`src/rtl/branch_target_buffer.sv`:
```
// Branch target buffer: fully associative PC->target table with per-entry saturating direction counters.
// Optional saturating lookup/mispredict statistics are built when BTB_STATS_EN is defined.
module branch_target_buffer #(
  parameter int unsigned ENTRIES = 4,
  parameter int unsigned ADDR_W  = 32,
  parameter int unsigned CTR_W   = 2,
  parameter int unsigned STAT_W  = 16
) (
  input  logic              clk,
  input  logic              rst_n,
  input  logic              f_valid,
  input  logic [ADDR_W-1:0] f_pc,
  output logic              f_hit,
  output logic              f_predict_valid,
  output logic [ADDR_W-1:0] f_predict_addr,
  input  logic              x_valid,
  input  logic [ADDR_W-1:0] x_pc,
  input  logic [ADDR_W-1:0] x_target,
  input  logic              x_taken,
  input  logic              flush
`ifdef BTB_STATS_EN
  ,
  output logic [STAT_W-1:0] stat_lookups,
  output logic [STAT_W-1:0] stat_mispredicts
`endif
);

  localparam int unsigned      IDX_W    = $clog2(ENTRIES);
  localparam logic [CTR_W-1:0] CTR_MAX  = '1;
  localparam logic [CTR_W-1:0] CTR_WEAK = CTR_W'(1 << (CTR_W - 1));

  logic [ENTRIES-1:0] valid_q;
  logic [ADDR_W-1:0]  tag_q    [ENTRIES];
  logic [ADDR_W-1:0]  target_q [ENTRIES];
  logic [CTR_W-1:0]   ctr_q    [ENTRIES];
  logic [IDX_W-1:0]   rr_ptr;

  logic             f_match;
  logic [IDX_W-1:0] f_idx;
  logic             x_match;
  logic [IDX_W-1:0] x_idx;
  logic             free_found;
  logic [IDX_W-1:0] free_idx;
  logic [IDX_W-1:0] victim;
  logic             do_alloc;

  // Tags are unique among valid entries, so the first match is the only match.
  always_comb begin
    f_match    = 1'b0;
    f_idx      = '0;
    x_match    = 1'b0;
    x_idx      = '0;
    free_found = 1'b0;
    free_idx   = '0;
    for (int unsigned i = 0; i < ENTRIES; i++) begin
      if (!f_match && valid_q[i] && (tag_q[i] == f_pc)) begin
        f_match = 1'b1;
        f_idx   = IDX_W'(i);
      end
      if (!x_match && valid_q[i] && (tag_q[i] == x_pc)) begin
        x_match = 1'b1;
        x_idx   = IDX_W'(i);
      end
      if (!free_found && !valid_q[i]) begin
        free_found = 1'b1;
        free_idx   = IDX_W'(i);
      end
    end
  end

  assign victim   = free_found ? free_idx : rr_ptr;
  assign do_alloc = x_valid && !flush && !x_match && x_taken;

  assign f_hit           = f_valid && f_match;
  assign f_predict_valid = f_hit && ctr_q[f_idx][CTR_W-1];
  assign f_predict_addr  = f_hit ? target_q[f_idx] : '0;

  always_ff @(posedge clk or negedge rst_n) begin
    if (!rst_n) begin
      valid_q <= '0;
      rr_ptr  <= '0;
    end else if (flush) begin
      valid_q <= '0;
      rr_ptr  <= '0;
    end else if (do_alloc) begin
      valid_q[victim] <= 1'b1;
      if (!free_found)
        rr_ptr <= (rr_ptr == IDX_W'(ENTRIES - 1)) ? '0 : rr_ptr + 1'b1;
    end
  end

  // Payload is only meaningful under a valid bit, so it carries no reset.
  always_ff @(posedge clk) begin
    if (x_valid && !flush) begin
      if (x_match) begin
        if (x_taken) begin
          target_q[x_idx] <= x_target;
          if (ctr_q[x_idx] != CTR_MAX)
            ctr_q[x_idx] <= ctr_q[x_idx] + 1'b1;
        end else if (ctr_q[x_idx] != '0) begin
          ctr_q[x_idx] <= ctr_q[x_idx] - 1'b1;
        end
      end else if (x_taken) begin
        tag_q[victim]    <= x_pc;
        target_q[victim] <= x_target;
        ctr_q[victim]    <= CTR_WEAK;
      end
    end
  end

`ifdef BTB_STATS_EN
  logic mispredict;

  assign mispredict = x_valid && !flush &&
                      (x_match ? (ctr_q[x_idx][CTR_W-1] != x_taken) : x_taken);

  always_ff @(posedge clk or negedge rst_n) begin
    if (!rst_n) begin
      stat_lookups     <= '0;
      stat_mispredicts <= '0;
    end else begin
      if (f_valid && (stat_lookups != '1))
        stat_lookups <= stat_lookups + 1'b1;
      if (mispredict && (stat_mispredicts != '1))
        stat_mispredicts <= stat_mispredicts + 1'b1;
    end
  end
`endif

endmodule

```
`config.mk`:
```
export PLATFORM = sky130hd
export DESIGN_NAME = branch_target_buffer
export DESIGN_NICKNAME = d
export VERILOG_FILES = /design/src/rtl/branch_target_buffer.sv
export SDC_FILE = /design/constraint.sdc
export NUM_CORES = 1
export LEC_CHECK = 0
export CORE_MARGIN = 2
export CORE_UTILIZATION = 51
export DETAILED_ROUTE_END_ITERATION = 12
export GPL_TIMING_DRIVEN = 0
export PLACE_DENSITY_LB_ADDON = 0.08
export SLEW_MARGIN = 20
export SYNTH_ARGS = -nofsm -noshare
export SYNTH_HDL_FRONTEND = slang
export SYNTH_SLANG_ARGS = --single-unit
export TNS_END_PERCENT = 100
```
`constraint.sdc`:
```
create_clock -name clk -period 4.4 [get_ports clk]
set_input_delay 0.88 -clock clk [delete_from_list [all_inputs] [get_ports clk]]
set_output_delay 0.88 -clock clk [all_outputs]
set_load 0.02 [all_outputs]
```
==> run_results.csv <==
group,metric,value,unit
outcome,failed_checks,"setup timing",
synth,synth.distinct_cells,47,
cts,clk_path_buf_depth,3,
cts,cts_sinks,270,
setup_path,cpPeakStageDelay,0.63,ns
floorplanning,core.rowCount,57,
grt,gr-total-overflow,0,
routing,drt_iter0_drc,686,
routing,vias,7826,
synth,ys.warnings.count,0,
power,power_density,342.1,mW/mm^2
floorplanning,start_util,52.15,%
layout,drive_gt1_share,18.30,%
synth,synth-edff-count,264,
synth,async_flop_share,2.222,%
floorplanning,die_h,162.2,um
routing,viasPerCell,5.610,
grt,grt_pass1_wl,49320,um
layout,diodes,0,
layout,post-route-util,65.39,%
synth,synth_area_per_cell,14.48,um^2
grt,grt-busiest-layer,"met2",
setup_path,crit_fanout,8,
sta,period_share,105.8,%
grt,grt_pass1_vias,8016,
synth,synth_flop_cell,"edfxtp_1",
grt,met1_usage,32.09,%
synth,ys_seq_area_share,63.33,%
grt,antenna_found_initial,0,
synth,synthTopCellsByArea,"edfxtp_1 (62%), xnor2_1 (11%), xor2_1 (6.9%), mux2i_1 (2.6%), mux2_2 (2.6%)",
grt,grt_util_met3,3.830,%
routing,drc_errors,0,
synth,yosysMostFrequentCell,"edfxtp_1",
synth,synth_top_area_share,62.15,%
floorplanning,pin_count,136,
cts,clk_pin_slew,0.07,ns
layout,fillers,1797,
setup_path,required,3.52,ns
cts,numCtsBuffers,28,
synth,synth_area,0.01276,mm^2
setup_path,crit_family,"simple AND/OR/NAND/NOR gates",
synth,syn-num-nets,983,
floorplanning,die_width,162.2,um
synth,synth-seq-cells,270,
floorplanning,die-area,0.02629,mm^2
cts,clkLatencyLatePin,0.55,ns
setup_path,critPathKind,"input pin to primary output",
sta,hold_violations,0,
synth,netlist_top_cells_count,"edfxtp_1 (264), xnor2_1 (158), xor2_1 (100), nand2_1 (43), nand4_1 (37)",
sta,fmax,0.2149,GHz
layout,final_area,0.01600,mm^2
placed_design,dp_hpwl,24180,um
placed_design,place_ws,-1.377,ns
cts,cts_tree,"built",
cts,cts_max_level,1,
cts,cts_root_buf,"clkbuf_16",
setup_path,cp_cell_sequence,"buf_2 > xnor2_2 > nand4_1 > nor4_4 > nand4_1 > or4_4 > o21ai_4 > buf_12 > buf_12 > mux2_2 > o211a_1 > buf_6",
layout,nNetsFinal,1154,
setup_path,arrival,3.77,ns
sta,setup_violations,34,
run,drv_cap,0,
sta,rsz0062_at_grt,"yes",
sta,finalWorstSetupSlack,-0.2535,ns
grt,grt_max_degree,24,
sta,fin_crit,4.654,ns
sta,tightest_slew,0.7280,ns
synth,synthCells,881,
setup_path,critPathSlowestCell,"or4_4",
layout,syn2layout_area_growth,25.40,%
grt,grtUsageMet2,44.97,%
placed_design,dpl-instance-area,0.01458,mm^2
routing,wl,33800,um
outcome,status,"complete, but fails checks",
routing,postRouteAntennaNets,0,
grt,grt_usage,25.57,%
power,ir_drop,0.0002562,V
placed_design,io_buffers,116,
floorplanning,core,0.02446,mm^2
worst_hold_path,worstHoldPathType,"input pin to async pin",
setup_path,critPathLaunchType,"input pin",
power,power_leakage,0.005902,uW
synth,synth_area_leader_cell,"edfxtp_1",
placed_design,gp_congestion,0.9153,
sta,report.final.slew_viol_count,0,
setup_path,critPathCaptureType,"primary output",
routing,avgRoutedWirePerCell,24.23,um
routing,drtPass1Iterations,5,
sta,skew,0.01083,ns
setup_path,critPathBufInv,4,
sta,slew_headroom,51.02,%
[worst register-to-register path, cell delays in order, from the launching register on]
cell and delay [ns]:
edfxtp_1 0.42, xor2_1 0.20, nor4_2 0.45, nand4_1 0.34
or3_4 0.51, a311oi_1 0.47, o22ai_1 0.27, a211oi_2 0.30
o21ai_2 0.11, nor3b_1 0.34
[power breakdown]
part / switching [uW] / internal [uW] / total, uW
clock network: 966 / 1270 / 2240
registers: 13.4 / 2850 / 2860
logic: 214 / 162 / 376
total: 1190 / 4280 / 5470
[final timing paths]
kind / start / to / slack (ns) / cells past startpoint
min: rst_n / valid_q[0] / 0.56 / 1
max reg2reg: tag_q[2][26] / ctr_q[1][1] / 0.67 / 9
min in group clk: rr_ptr[0] / rr_ptr[0] / 0.57 / 2
max: f_pc[24] / f_predict_addr[30] / -0.25 / 12
max in group asynchronous: rst_n / rr_ptr[0] / 3.62 / 1
min reg2reg: rr_ptr[0] / rr_ptr[0] / 0.57 / 2
[cell families after synthesis]
kind of cell	share of synthesized area [%]
xor+xnor	17.71
flops	63.33
mux	5.414
compound gates	3.963
simple gates	7.867
buf+inv	1.716
[state kept, by name (all words and copies together) (netlist names)]
| signal | flops |
|---|---|
| ctr_q | 8 |
| valid_q | 4 |
| rr_ptr | 2 |
| tag_q | 128 |
| target_q | 128 |
[timing repair]
item | in CTS | in global routing
cloned | 5 | 0
pin swaps | 27 | 21
endpoints found under the setup margin | 175 | 130
hold buffers | 0 | 0
buffers inserted | 10 | 3
gates resized for setup | 271 | 49
[routing by layer]
metal | vias up | wire length [um] | part of all wire, %
met2 | 255 | 17240 | 51
met3 | 55 | 1761 | 5.2
li1 | 3600 | - | -
met1 | 3916 | 13580 | 40
met5 | - | 0 | 0
met4 | 0 | 1223 | 3.6
[per-stage QoR]
step	hold slack (ns)	power [uW]	TNS [ns]	std cells
2_1_floorplan	0.5047	3066	0	881
3_3_place_gp	0.5260	3271	-521.03	1321
3_5_place_dp	0.5643	3279	-204.71	1331
4_1_cts	0.5465	5496	-5.692	1395
5_1_grt	0.5641	5606	-9.639	1395
6_report	0.5616	5473	-6.177	1395
[cell type report]
type / instances / area [um^2] / area share (%)
buffer: 40 / 329.1 / 2.057
clock buffer: 32 / 715.7 / 4.474
clock inverter: 17 / 133.9 / 0.8369
inverter: 6 / 22.52 / 0.1408
multi-input combinational: 565 / 4732 / 29.58
sequential: 270 / 8078 / 50.50
tap: 324 / 405.4 / 2.534
timing repair buffer: 141 / 1580 / 9.879
[cell usage in the layout (no fill, tap or decap), types with 3 or more instances in the layout]
| cell | netlist | layout |
|---|---|---|
| edfxtp_1 | 264 | 264 |
| xnor2_1 | 158 | 149 |
| xor2_1 | 100 | 100 |
| clkdlybuf4s50_1 | 0 | 69 |
| nand2_1 | 43 | 43 |
| nand4_1 | 37 | 37 |
| buf_6 | 4 | 37 |
| mux2i_1 | 33 | 32 |
| o211a_1 | 32 | 32 |
| clkbuf_16 | 0 | 28 |
| nor4_1 | 32 | 26 |
| mux2_2 | 29 | 22 |
| nor2_1 | 21 | 17 |
| nand3_1 | 15 | 15 |
| buf_12 | 0 | 15 |
| clkbuf_2 | 0 | 13 |
| clkbuf_1 | 23 | 13 |
| buf_4 | 0 | 12 |
| clkinv_1 | 0 | 12 |
| nor3_1 | 12 | 9 |
| xnor2_2 | 0 | 8 |
| dlygate4sd2_1 | 0 | 8 |
| buf_2 | 13 | 7 |
| mux2_4 | 0 | 7 |
| inv_1 | 6 | 6 |
| dfrtp_1 | 6 | 6 |
| nor4_2 | 2 | 5 |
| o21ai_0 | 5 | 5 |
| nor2b_1 | 5 | 5 |
| buf_8 | 0 | 4 |
| buf_16 | 0 | 4 |
| nor4_4 | 0 | 3 |
| and3_1 | 4 | 3 |
| a21o_1 | 3 | 3 |
| mux2_1 | 3 | 3 |
| nor2_4 | 0 | 3 |
Power figures use the tool's default switching activity.
